`src/rtl/level_tile_arbiter.sv`:
```
`default_nettype none
// ============================================================================
//  Module      : level_tile_arbiter
//  Description : Sole master of the single-port level memory. It shares the
//                memory between a display prefetcher (which keeps the tile
//                under the raster, plus the next one, ready for the pixel
//                pipeline) and a physics query port (which asks for the
//                type of an arbitrary tile).
//
//  Ports
//    clk         in   1   system clock
//    reset       in   1   synchronous, active-high reset
//    frameStart  in   1   one-cycle pulse at the start of each frame
//    levelSel    in   2   level number, sampled on frameStart
//    hCount      in  10   raster column counter
//    vCount      in  10   raster line counter
//    blockType   out  3   registered tile type for the current pixel
//    memAddr     out 11   level memory address (0 when not reading)
//    memRd       out  1   level memory read strobe
//    memData     in   3   level memory data, valid the cycle after memRd
//    qReq        in   1   physics query request, level-held
//    qRow        in   4   queried tile row
//    qCol        in   5   queried tile column
//    qAck        out  1   query accepted (qRow/qCol sampled this cycle)
//    qValid      out  1   qType valid this cycle
//    qType       out  3   tile type returned for the query
//
//  Revision    : 1.0  initial release
// ============================================================================
module level_tile_arbiter #(
  parameter int H_OFF = 144,
  parameter int V_OFF = 35,
  parameter int COLS  = 20,
  parameter int ROWS  = 15,
  parameter int TILE  = 32
) (
  input  logic        clk,
  input  logic        reset,
  input  logic        frameStart,
  input  logic [1:0]  levelSel,
  input  logic [9:0]  hCount,
  input  logic [9:0]  vCount,
  output logic [2:0]  blockType,
  output logic [10:0] memAddr,
  output logic        memRd,
  input  logic [2:0]  memData,
  input  logic        qReq,
  input  logic [3:0]  qRow,
  input  logic [4:0]  qCol,
  output logic        qAck,
  output logic        qValid,
  output logic [2:0]  qType
);

  // --------------------------------------------------------------------------
  // Constants
  // --------------------------------------------------------------------------
  localparam int         c_TSH      = $clog2(TILE);
  localparam logic [9:0] c_H_OFF    = 10'(H_OFF);
  localparam logic [9:0] c_V_OFF    = 10'(V_OFF);
  localparam logic [9:0] c_H_END    = 10'(H_OFF + COLS * TILE);
  localparam logic [9:0] c_V_END    = 10'(V_OFF + ROWS * TILE);
  localparam logic [8:0] c_COLS9    = 9'(COLS);
  localparam logic [4:0] c_COL_LAST = 5'(COLS - 1);
  localparam logic [4:0] c_ROWS5    = 5'(ROWS);
  localparam logic [5:0] c_COLS6    = 6'(COLS);
  // One level occupies ROWS*COLS consecutive words (300 at the defaults).
  localparam logic [10:0] c_LVL_SIZE = 11'(ROWS * COLS);

  // Tags are {valid, tile index}; an all-zero tag is "no tile".
  localparam logic [9:0] c_TAG_NONE = 10'd0;

  localparam logic [1:0] c_IDLE    = 2'd0;
  localparam logic [1:0] c_DISP_RD = 2'd1;
  localparam logic [1:0] c_PHYS_RD = 2'd2;

  // --------------------------------------------------------------------------
  // Registers
  // --------------------------------------------------------------------------
  logic [1:0] r_state;
  logic [1:0] r_level;
  logic [9:0] r_nextTag;
  logic [2:0] r_nextType;
  logic [9:0] r_fetchTag;   // tile being read by the current DISP_RD
  logic [9:0] r_curTag;
  logic [2:0] r_blockType;
  logic       r_qValid;
  logic       r_qFromMem;   // the pending qValid carries memory data
  logic [2:0] r_qType;

  // --------------------------------------------------------------------------
  // Combinational signals
  // --------------------------------------------------------------------------
  logic [9:0]  w_hx;
  logic [9:0]  w_vy;
  logic [4:0]  w_col;
  logic [3:0]  w_row;
  logic        w_hVis;
  logic        w_vVis;
  logic        w_vis;
  logic [8:0]  w_rowBase;
  logic [8:0]  w_pixIdx;
  logic [9:0]  w_pixTag;
  logic [9:0]  w_dispTgt;
  logic        w_dispNeed;
  logic [8:0]  w_physIdx;
  logic        w_qOob;
  logic        w_qEligible;
  logic [1:0]  w_lvl;
  logic [10:0] w_lvlBase;
  logic [1:0]  w_stateNext;
  logic        w_memRd;
  logic [8:0]  w_rdIdx;
  logic        w_qAck;
  logic [10:0] w_memAddr;

  // --------------------------------------------------------------------------
  // Raster to tile coordinates
  // --------------------------------------------------------------------------
  assign w_hx   = hCount - c_H_OFF;
  assign w_vy   = vCount - c_V_OFF;
  assign w_col  = 5'(w_hx >> c_TSH);
  assign w_row  = 4'(w_vy >> c_TSH);
  assign w_hVis = (hCount >= c_H_OFF) && (hCount < c_H_END);
  assign w_vVis = (vCount >= c_V_OFF) && (vCount < c_V_END);
  assign w_vis  = w_hVis && w_vVis;

  assign w_rowBase = {5'd0, w_row} * c_COLS9;
  assign w_pixIdx  = w_rowBase + {4'd0, w_col};
  assign w_pixTag  = {1'b1, w_pixIdx};

  // Prefetch target: the tile to the right of the current one while drawing,
  // or column 0 of the line during the left blanking interval.
  always_comb begin
    w_dispTgt = c_TAG_NONE;
    if (w_vis) begin
      if (w_col < c_COL_LAST) begin
        w_dispTgt = {1'b1, w_pixIdx + 9'd1};
      end
    end else if (w_vVis && (hCount < c_H_OFF)) begin
      w_dispTgt = {1'b1, w_rowBase};
    end
  end

  assign w_dispNeed = w_dispTgt[9] && (w_dispTgt != r_nextTag);

  // --------------------------------------------------------------------------
  // Physics query decode
  // --------------------------------------------------------------------------
  assign w_physIdx   = ({5'd0, qRow} * c_COLS9) + {4'd0, qCol};
  assign w_qOob      = ({1'b0, qRow} >= c_ROWS5) || ({1'b0, qCol} >= c_COLS6);
  // While qValid is shown the previous query is still completing; a held
  // qReq only counts as a new request after that cycle.
  assign w_qEligible = qReq && !r_qValid;

  // A fetch issued in the frameStart cycle already belongs to the new level.
  assign w_lvl     = frameStart ? levelSel : r_level;
  assign w_lvlBase = {9'd0, w_lvl} * c_LVL_SIZE;

  // --------------------------------------------------------------------------
  // FSM: state register
  // --------------------------------------------------------------------------
  always_ff @(posedge clk) begin
    if (reset) begin
      r_state <= c_IDLE;
    end else begin
      r_state <= w_stateNext;
    end
  end

  // --------------------------------------------------------------------------
  // FSM: next state. Read states last one cycle (the data-return cycle).
  // --------------------------------------------------------------------------
  always_comb begin
    w_stateNext = c_IDLE;
    case (r_state)
      c_IDLE: begin
        if (w_dispNeed) begin
          w_stateNext = c_DISP_RD;
        end else if (w_qEligible && !w_qOob) begin
          w_stateNext = c_PHYS_RD;
        end
      end
      default: w_stateNext = c_IDLE;
    endcase
  end

  // --------------------------------------------------------------------------
  // FSM: outputs. The read strobe is issued from IDLE so that the data is
  // present during the following read state. Out-of-range queries never
  // touch memory, so they are acknowledged even while display fetches.
  // --------------------------------------------------------------------------
  always_comb begin
    w_memRd = 1'b0;
    w_rdIdx = 9'd0;
    w_qAck  = 1'b0;
    if (!reset && (r_state == c_IDLE)) begin
      if (w_dispNeed) begin
        w_memRd = 1'b1;
        w_rdIdx = w_dispTgt[8:0];
        if (w_qEligible && w_qOob) begin
          w_qAck = 1'b1;
        end
      end else if (w_qEligible) begin
        w_qAck = 1'b1;
        if (!w_qOob) begin
          w_memRd = 1'b1;
          w_rdIdx = w_physIdx;
        end
      end
    end
  end

  assign w_memAddr = w_memRd ? (w_lvlBase + {2'b00, w_rdIdx}) : 11'd0;

  // --------------------------------------------------------------------------
  // Level register
  // --------------------------------------------------------------------------
  always_ff @(posedge clk) begin
    if (reset) begin
      r_level <= 2'd0;
    end else if (frameStart) begin
      r_level <= levelSel;
    end
  end

  // --------------------------------------------------------------------------
  // Prefetch buffer. frameStart is applied last so it wins over a capture
  // that may still hold data from the previous level.
  // --------------------------------------------------------------------------
  always_ff @(posedge clk) begin
    if (reset) begin
      r_nextTag  <= c_TAG_NONE;
      r_nextType <= 3'd0;
      r_fetchTag <= c_TAG_NONE;
    end else begin
      if ((r_state == c_IDLE) && (w_stateNext == c_DISP_RD)) begin
        r_fetchTag <= w_dispTgt;
      end
      if (r_state == c_DISP_RD) begin
        r_nextType <= memData;
        r_nextTag  <= r_fetchTag;
      end
      if (frameStart) begin
        r_nextTag <= c_TAG_NONE;
      end
    end
  end

  // --------------------------------------------------------------------------
  // Pixel pipeline: one register stage behind the raster.
  // --------------------------------------------------------------------------
  always_ff @(posedge clk) begin
    if (reset) begin
      r_blockType <= 3'd0;
      r_curTag    <= c_TAG_NONE;
    end else begin
      if (!w_vis) begin
        r_blockType <= 3'd0;
        r_curTag    <= c_TAG_NONE;
      end else if ((w_pixTag == r_nextTag) && (w_pixTag != r_curTag)) begin
        r_blockType <= r_nextType;
        r_curTag    <= r_nextTag;
      end
      if (frameStart) begin
        r_curTag <= c_TAG_NONE;
      end
    end
  end

  // --------------------------------------------------------------------------
  // Physics response. In-range queries forward memData during the qValid
  // cycle and latch it for the hold period; out-of-range queries answer 1.
  // --------------------------------------------------------------------------
  always_ff @(posedge clk) begin
    if (reset) begin
      r_qValid   <= 1'b0;
      r_qFromMem <= 1'b0;
      r_qType    <= 3'd0;
    end else begin
      r_qValid <= w_qAck;
      if (w_qAck) begin
        r_qFromMem <= !w_qOob;
        if (w_qOob) begin
          r_qType <= 3'd1;
        end
      end
      if (r_qValid && r_qFromMem) begin
        r_qType <= memData;
      end
    end
  end

  // --------------------------------------------------------------------------
  // Outputs. Reset also masks the data-return cycle so an interrupted access
  // never produces a response.
  // --------------------------------------------------------------------------
  assign blockType = r_blockType;
  assign memRd     = w_memRd;
  assign memAddr   = w_memAddr;
  assign qAck      = w_qAck;
  assign qValid    = r_qValid && !reset;
  assign qType     = reset ? 3'd0 :
                     ((r_qValid && r_qFromMem) ? memData : r_qType);

endmodule
`default_nettype wire

```
`config.mk`:
```
export PLATFORM = sky130hd
export DESIGN_NAME = level_tile_arbiter
export DESIGN_NICKNAME = d
export VERILOG_FILES = /design/src/rtl/level_tile_arbiter.sv
export SDC_FILE = /design/constraint.sdc
export NUM_CORES = 1
export LEC_CHECK = 0
export ABC_AREA = 1
export CAP_MARGIN = 20
export CORE_UTILIZATION = 51
export CTS_CLUSTER_DIAMETER = 100
export CTS_CLUSTER_SIZE = 24
export DETAILED_ROUTE_END_ITERATION = 6
export PLACE_DENSITY = 0.78
export RECOVER_POWER = 100
export SLEW_MARGIN = 20
export SYNTH_ARGS = -nofsm -noshare
export SYNTH_HDL_FRONTEND = slang
export SYNTH_SLANG_ARGS = --single-unit
```
`constraint.sdc`:
```
create_clock -name clk -period 6.59 [get_ports clk]
set_input_delay 1.318 -clock clk [delete_from_list [all_inputs] [get_ports clk]]
set_output_delay 1.318 -clock clk [all_outputs]
set_load 0.05 [all_outputs]
```
Word level (Yosys, flattened, before mapping)
Index checks and enable logic that the tools add are counted.
W data, S select, Z words.

word-level totals
  register bits after elaboration = 45
  input port bits = 38
  output and inout port bits = 20
  logic and storage cells = 82

operators by class
  $add $sub $neg = 6
  multipliers = 3
  order comparisons = 8
  eq/ne operators = 5
  multiplexer cells = 25
  bitwise gates (word level) = 1
  reduce and logical (&&, ||, !) cells = 24

operator list
  kind                     count
  $mux W9                  4
  $mux W10                 3
  $lt A10 B10 Y1 const B   2
  $ne A10 B10 Y1           2
  $add A9 B5 Y9            2
  $mux W3                  5
  $mul A4 B3 Y7 const B    2
  $logic_and A1 B1 Y1      13
  $add A11 B9 Y11          1
  $mux W11                 1
  $eq A10 B10 Y1           1
  $ge A10 B6 Y1 const B    1
  $ge A10 B8 Y1 const B    1
  $lt A10 B8 Y1 const B    1
  $sub A10 B8 Y10 const B  1
  $add A9 B1 Y9 const B    1
  $mul A2 B7 Y9 const B    1
  $sub A9 B6 Y9 const B    1
  $mux W1                  8
  $mux W2                  4
  $ge A5 B5 Y1 const B     1
  $lt A5 B5 Y1 const B     1
  $eq A2 B1 Y1 const B     2
  $ge A4 B4 Y1 const B     1
  8 further kinds          12

Longest topological paths before layout
Gate-level depths: netlist of run 1.

  depth after elaboration = 12
  gate-level depth with buffers = 41
  gate-level depth less buffers = 41

Worst setup path before layout of run 1
No wires, ideal clock.

  path type = input port to output port
  start point = input vCount[4]
  end point = output memAddr[9]
  data arrival time = 6.296 ns
  data required time = 5.272 ns
  slack = -1.024 ns
  stages = 39
  path buffers = 0
  cells stage by stage = inv_1 -> nand2_1 -> nor2_2 -> nand2_2 -> nand3_1 -> nand2_2 -> ha_1 -> ha_1 -> fa_1 -> inv_1 -> nand3_1 -> nand2_1 -> inv_1 -> nand3_1 -> nand3_1 -> nand2_1 -> nand3_1 -> nand2_1 -> (+3 left out) -> nor2_2 -> nand2_4 -> nand2_8 -> nand2_1 -> a21oi_1 -> ha_1 -> a21oi_1 -> nor2_1 -> nor2_1 -> nor2_1 -> nor2_1 -> o21ai_0 -> inv_1 -> nor2_1 -> o21ai_0 -> nand2_1 -> xor2_1 -> a21oi_1

on the way
  word-level cells in the longest chain between the ends = 12
  elaborated cells between the ends (all ways) = 20
  those cells by class = add/sub: 4; mul: 1; order compare: 2; eq/ne: 1; mux: 8; reduce/logical: 4

RTL lines
  element              line  RTL
  start, declared      42    input logic [9:0] vCount,
  $sub A9 B6 Y9        121   assign w_vy = vCount - c_V_OFF;
  $mul A4 B3 Y7        128   assign w_rowBase = {5'd0, w_row} * c_COLS9;
  $add A9 B5 Y9        129   assign w_pixIdx = w_rowBase + {4'd0, w_col};
  $add A9 B1 Y9        138   w_dispTgt = {1'b1, w_pixIdx + 9'd1};
  $mux W10             137   if (w_col < c_COL_LAST) begin
  $mux W10 *           136   if (w_vis) begin
  $ne A10 B10 Y1       145   assign w_dispNeed = w_dispTgt[9] && (w_dispTgt != r_nextTag);
  $logic_and A1 B1 Y1  145
  $mux W9              198   if (w_dispNeed) begin
  $mux W9              197   if (!reset && (r_state == c_IDLE)) begin
  $add A11 B9 Y11      214   assign w_memAddr = w_memRd ? (w_lvlBase + {2'b00, w_rdIdx}) : 11'd0;
  $mux W11 *           214
  end, declared        44    output logic [10:0] memAddr,

Mark *: on every way between the ends. The rest lies on a longest branch, timed or not.

Final worst setup path of run 1
  start point = input vCount[1]
  end point = output memAddr[9]

The elaborated chain is that of the path after synthesis.

==> impl_metrics.tcl, run 1 <==
set metrics [dict create \
    coreArea_um2 7730 \
    syn_avg_cell_area_um2 6.34 \
    report.final.slew_viol_count 0 \
    die_x_um 91.3 \
    syn-cell-area_um2 4070 \
    hold_slack_ps 474 \
    grt_overflow 0 \
    final_cell_mix "nand2_1 (132), buf_4 (123), nor2_1 (87)" \
    cts.sinks 45 \
    cp_data_arrival_time_ps 6100 \
    antenna_left 0 \
    synth_edf_count 0 \
    p_total_uw 1060 \
    setup_viol_count_final 8 \
    grt_pass1_vias 4817 \
    finalClockSkew_ps 10.7 \
    grt_pass1_wl_um 21300 \
    slowest_stage "fa_1" \
    async_flop_share_pct 0 \
    synth_top_area_share_pct 22.2 \
    total_leakage_power_uw 0.00315 \
    slowest_delay_ps 510 \
    fin_crit_ps 7420 \
    hold_buffers 0 \
    drt-wirelength-per-cell_um 16.4 \
    crit_family "simple AND/OR/NAND/NOR gates" \
    gp_congestion 0.932 \
    grt_start_max_net_pins 20 \
    vias_per_cell 5.63 \
    syn_inst 641 \
    drt-total-wl_um 15200 \
    num_rows 32 \
    maxCapViolCount 0 \
    worst-path-buf-inv 7 \
    antenna_found_initial 0 \
    synth_seq_cells 45 \
    post-route-period-util_pct 113 \
    end_kind "output port" \
    violations "setup timing" \
    tns_ps -4130 \
    drtIter0Drc 305 \
    track_usage_pct 31.3 \
    rsz0062_at_grt "yes" \
    drive_above_1_share_pct 36.6 \
    drc 0 \
    worst-slew-pin-transition_ps 771 \
    synth-main-ff-cell "dfxtp_1" \
    num_vias 5230 \
    min_path_cells 2 \
    cts_max_path_buffers 2 \
    critPathKind "input port to output port" \
    hold_class "flop to flop" \
    r2r_cells 14 \
    final_common_cell "nand2_1" \
    run_status "finished, violations left" \
    ios 58 \
    instances_no_fill 929 \
    synth.largest_area_cell "dfxtp_1" \
    hpwlAfterDp_um 9650 \
    fmax_mhz 135 \
    crit_required_ps 5270 \
    synth-seq-area-share_pct 22.2 \
    syn_nets 711 \
    insertion_delay_ps 310 \
    nNetsFinal 896 \
    cts_tree "built" \
    synth_warnings 0 \
    cts_htree_levels 2 \
    rrSetupSlack_ps 4470 \
    dp_cells 892 \
    max-vdd-ir-drop_mv 0.151 \
    synthTopCellsByArea "dfxtp_1 (22%), nand2_1 (15%), nor2_1 (8.9%)" \
    cpMostUsedCell "nand2_1" \
    place_ws_ps -1130 \
    first_pass_iters 5 \
    path_depth 39 \
    clk_pin_slew_worst_paths_ps 100 \
    diodes 0 \
    synthDistinctLibCells 40 \
    areaGrowthSynthToFinish_pct 58.5 \
    die_area_um2 8330 \
    final_hold_viol_count 0 \
    start_util_pct 52.6 \
    power_density_nw_per_um2 165 \
    fin_ws_ps -829 \
    worstPathMaxFanout 4 \
    startpoint_type "input port" \
    cts-root-buf "clkbuf_8" \
    die_h_um 91.3 \
    slew_headroom_pct 48.5 \
    port_buffers 57 \
    cts_buffers 5 \
]
[worst reg2reg max path, stage by stage (launching register included)]
cell	delay, ps
dfxtp_1	360
inv_1	120
or2_2	120
o211ai_1	90
nor3_1	140
nand4_1	100
a21oi_1	120
o2111ai_1	100
nor2_1	110
nand3_1	70
nor2_1	90
buf_4	180
inv_1	190
nor2_1	150
nor2_1	60
[cells in the mapped netlist (6+ instances only)]
library cell,n
nand4_1,9
ha_1,27
xnor2_1,8
nor2_4,6
dfxtp_1,45
a21oi_1,26
nand2_2,14
a211oi_1,6
o21ai_0,30
xor2_1,11
nor2_1,96
nand2_1,162
inv_1,80
nand3_1,58
[where the power goes]
part | total (uW) | switching (uW) | internal [uW]
Combinational | 585 | 325 | 260
Clock | 190 | 110 | 80.2
Sequential | 289 | 6.43 | 282
Total | 1060 | 441 | 623
[cell type report]
type	count	area, um2
Tap cell	102	128
Timing Repair Buffer	184	1650
Clock inverter	3	28.8
Fill cell	452	1280
Inverter	87	364
Multi-Input combinational cell	503	3300
Clock buffer	5	68.8
Sequential cell	45	901
[layer usage]
layer,up-vias,share of wire [%],track usage [%]
li1,2433,-,-
met1,2398,39,38.2
met2,295,48,56.7
met3,104,6.8,3.85
met4,0,6.5,10.1
met5,-,0,0
[what timing repair did]
item | in CTS | in global routing
setup buffers | 16 | 14
setup endpoints to repair | 10 | 9
pin swaps | 54 | 48
cloned | 0 | 0
resized for setup | 74 | 59
[sequential cells by signal, summed over array words and instances, names as in the netlist]
register and count:
r_qValid 1, r_curTag 10, r_nextType 3, r_qType 3, r_nextTag 10, r_fetchTag 10, r_level 2, blockType 3
r_state 2, r_qFromMem 1
[through the flow]
step           cell area, um2  utilization, %
2_1_floorplan            4280               -
3_5_place_dp             5820            75.3
3_3_place_gp             5820            75.3
4_1_cts                  6160            79.7
6_report                 6440            83.4
5_1_grt                  6440            83.4
[worst paths after layout]
kind                                    from                         end
setup / recovery                   vCount[1]                  memAddr[9]
hold / removal    r_fetchTag[1]$_SDFFE_PP0P_  r_fetchTag[1]$_SDFFE_PP0P_
setup reg to reg   r_nextTag[2]$_SDFFE_PP0N_    r_curTag[5]$_SDFFE_PP0P_
hold reg to reg   r_fetchTag[1]$_SDFFE_PP0P_  r_fetchTag[1]$_SDFFE_PP0P_
[kinds of logic (layout without fill, tap and decap cells)]
kind of cell | Yosys count | in the layout | share of synthesized area [%]
adders and majority gates | 32 | 32 | 10.8
DFF | 45 | 45 | 22.2
AOI/OAI and AO/OA | 78 | 78 | 11.4
buffers and inverters | 93 | 279 | 8.99
and+or+nand+nor | 374 | 374 | 42.6
xor gates and xnor gates | 19 | 19 | 4.09
(Power assumes the default switching activity.)
==> inputs of run 2 (changes only) <==
ABC_AREA = 0   (was 1)
CORE_UTILIZATION = 50   (was 51)
PLACE_DENSITY = 0.77   (was 0.78)
==> run 2 against run 1 <==
The run still ends with setup timing left. Clock skew fell by 2.8 ps. Sequential power hardly changed. Critical path depth fell by 10. Total power increased by 8.5%. Worst setup slack worse by 1000 ps. Combinational power up 11%. First-iteration DRC count fell by 4.9%. Wire length is 14% lower. Synthesized area is 3.8% lower. Final cell count decreased by 20%.
==> impl_metrics.tcl, run 2 <==
set metrics [dict create \
    slowest_delay_ps 520 \
    slowest_stage "a2111o_4" \
    synthDistinctLibCells 73 \
    synth_warnings 0 \
    synthTopCellsByArea "dfxtp_1 (23%), ha_1 (8.6%), xnor2_1 (5.2%)" \
    synth_top_area_share_pct 23.0 \
    maxCapViolCount 0 \
    violations "setup timing" \
    max-vdd-ir-drop_mv 0.145 \
    nNetsFinal 713 \
    insertion_delay_ps 300 \
    syn-cell-area_um2 3910 \
    end_kind "output port" \
    synth_seq_cells 45 \
    crit_required_ps 5270 \
    drive_above_1_share_pct 34.2 \
    start_util_pct 52.8 \
    drt-wirelength-per-cell_um 17.6 \
    fillers 466 \
    fin_ws_ps -1880 \
    top_usage_layer "met2" \
    tns_ps -16640 \
    total_leakage_power_uw 0.00260 \
    synth.largest_area_cell "dfxtp_1" \
    clk_pin_slew_worst_paths_ps 80 \
    multi_input_area_um2 3100 \
    hpwlAfterDp_um 9680 \
    die_x_um 90.4 \
    rsz0062_at_grt "yes" \
    gr-usage-met1_pct 37.3 \
    hold_class "flop to flop" \
    syn_nets 541 \
    grt_overflow 0 \
    synth-seq-area-share_pct 23.0 \
    diodes 0 \
    hold_slack_ps 471 \
    gp_congestion 0.960 \
    slew_headroom_pct 24.8 \
    power_density_nw_per_um2 191 \
    report.final.slew_viol_count 0 \
    cts_buffers 5 \
    die_area_um2 8180 \
    p_total_uw 1150 \
    hold_buffers 0 \
    first_pass_iters 5 \
    cts-root-buf "clkbuf_8" \
    synth.most_common_cell "dfxtp_1" \
    port_buffers 57 \
    synth_common_cells "dfxtp_1 (45), nor2_1 (41), a21oi_1 (39), nand2_1 (38), inv_1 (28)" \
    startpoint_type "input port" \
    worst-slew-pin-transition_ps 1130 \
    setup_viol_count_final 13 \
    regToRegStartpoint "r_nextTag[5]$_SDFFE_PP0N_" \
    areaGrowthSynthToFinish_pct 54.2 \
    area.sequential_um2 901 \
    coreArea_um2 7410 \
    crit_family "compound AO/OA/AOI/OAI gates" \
    top_regs "r_curTag (10), r_fetchTag (10), r_nextTag (10)" \
    fin_crit_ps 8470 \
    finalClockSkew_ps 7.94 \
    grt_start_max_net_pins 23 \
    antenna_left 0 \
    place_ws_ps -2100 \
    antenna_found_initial 0 \
    cp_data_arrival_time_ps 7150 \
    cts_htree_levels 2 \
    cts_tree "built" \
    post-route-period-util_pct 128 \
    critPathLaunch "vCount[0]" \
    synth-main-ff-cell "dfxtp_1" \
    met3_usage_pct 5.39 \
    final_common_cell "buf_4" \
    ios 58 \
    grt_pass1_wl_um 21000 \
    worst-path-buf-inv 5 \
    syn_inst 471 \
    cpMostUsedCell "a21o_1" \
    vias_per_cell 5.82 \
    min-delay-start "r_nextType[0]$_SDFFE_PP0N_" \
    die_h_um 90.4 \
    num_vias 4325 \
    synth_edf_count 0 \
    fmax_mhz 118 \
    run_status "finished, violations left" \
    async_flop_share_pct 0 \
    use_met2_pct 59.0 \
    grt_pass1_vias 4345 \
    worstPathMaxFanout 4 \
    finalCoreUtilization_pct 81.4 \
    drtIter0Drc 290 \
    critPathKind "input port to output port" \
    syn_avg_cell_area_um2 8.30 \
    drc 0 \
    cts.sinks 45 \
    final_hold_viol_count 0 \
    drt-total-wl_um 13100 \
    num_rows 31 \
    final_cell_mix "buf_4 (119), dfxtp_1 (45), nand2_1 (37)" \
    cts_max_path_buffers 2 \
    track_usage_pct 32.0 \
]
run 2: changes by cell type after synthesis, sizes merged, moves of 15 or more:
cell / change
inv: -58
nor2: -66
o21ai: -15
xnor2: +16
nand3: -56
mux2i: +20
nand2: -140
run 2: worst paths after layout:
kind / endpoint / slack, ps / depth (start not counted)
setup / recovery: memAddr[9] / -1880 / 29
hold / removal: r_nextType[0]$_SDFFE_PP0N_ / 470 / 2
setup reg to reg: r_fetchTag[7]$_SDFFE_PP0P_ / 3320 / 13
hold reg to reg: r_nextType[0]$_SDFFE_PP0N_ / 470 / 2
run 2: layout make-up:
class | count | share of cell area [%]
multi-input combinational | 378 | 51.4
timing repair buffer | 185 | 28.0
sequential | 45 | 14.9
tap | 99 | 2.05
inverter | 28 | 1.78
clock buffer | 6 | 1.20
clock inverter | 2 | 0.643
run 2: routing by layer:
layer,vias up,wire (um)
met5,-,0
met4,0,374
met3,35,820
met2,193,6690
met1,2075,5200
li1,2022,-
run 2: cells by family after synthesis:
kind of cell | after synthesis | share of synthesized area [%]
simple gates | 150 | 19.2
compound gates | 129 | 25.3
buf+inv | 48 | 5.18
xor+xnor | 47 | 10.9
flops | 45 | 23.0
fa+ha+maj | 32 | 11.2
mux | 20 | 5.21
run 2: metrics by stage:
| step | instances | instance area [um2] |
|---|---|---|
| after floorplan | 471 | 4050 |
| after global placement | 716 | 5580 |
| after detailed placement | 716 | 5580 |
| after CTS | 739 | 5930 |
| after global routing | 743 | 6030 |
| final | 743 | 6030 |
run 2: worst reg2reg max path: stages, from the launching register on:
cell and delay [ps]:
dfxtp_1 460, inv_1 170, a221oi_2 300, nor3_1 80, a221o_1 300, a2111oi_4 370, nand4_2 180, o31a_1 430
buf_4 170, buf_6 120, buf_6 120, buf_4 160, a21oi_1 170, a311oi_2 60
run 2: what timing repair did:
item                       in CTS  in global routing
setup endpoints to repair      13                 13
pin swaps                      29                 24
resized for setup              42                 19
buffers inserted               16                  7
run 2: power breakdown:
group | internal [uW] | switching [uW]
combinational | 323 | 328
sequential | 284 | 8.75
clock | 114 | 97.8
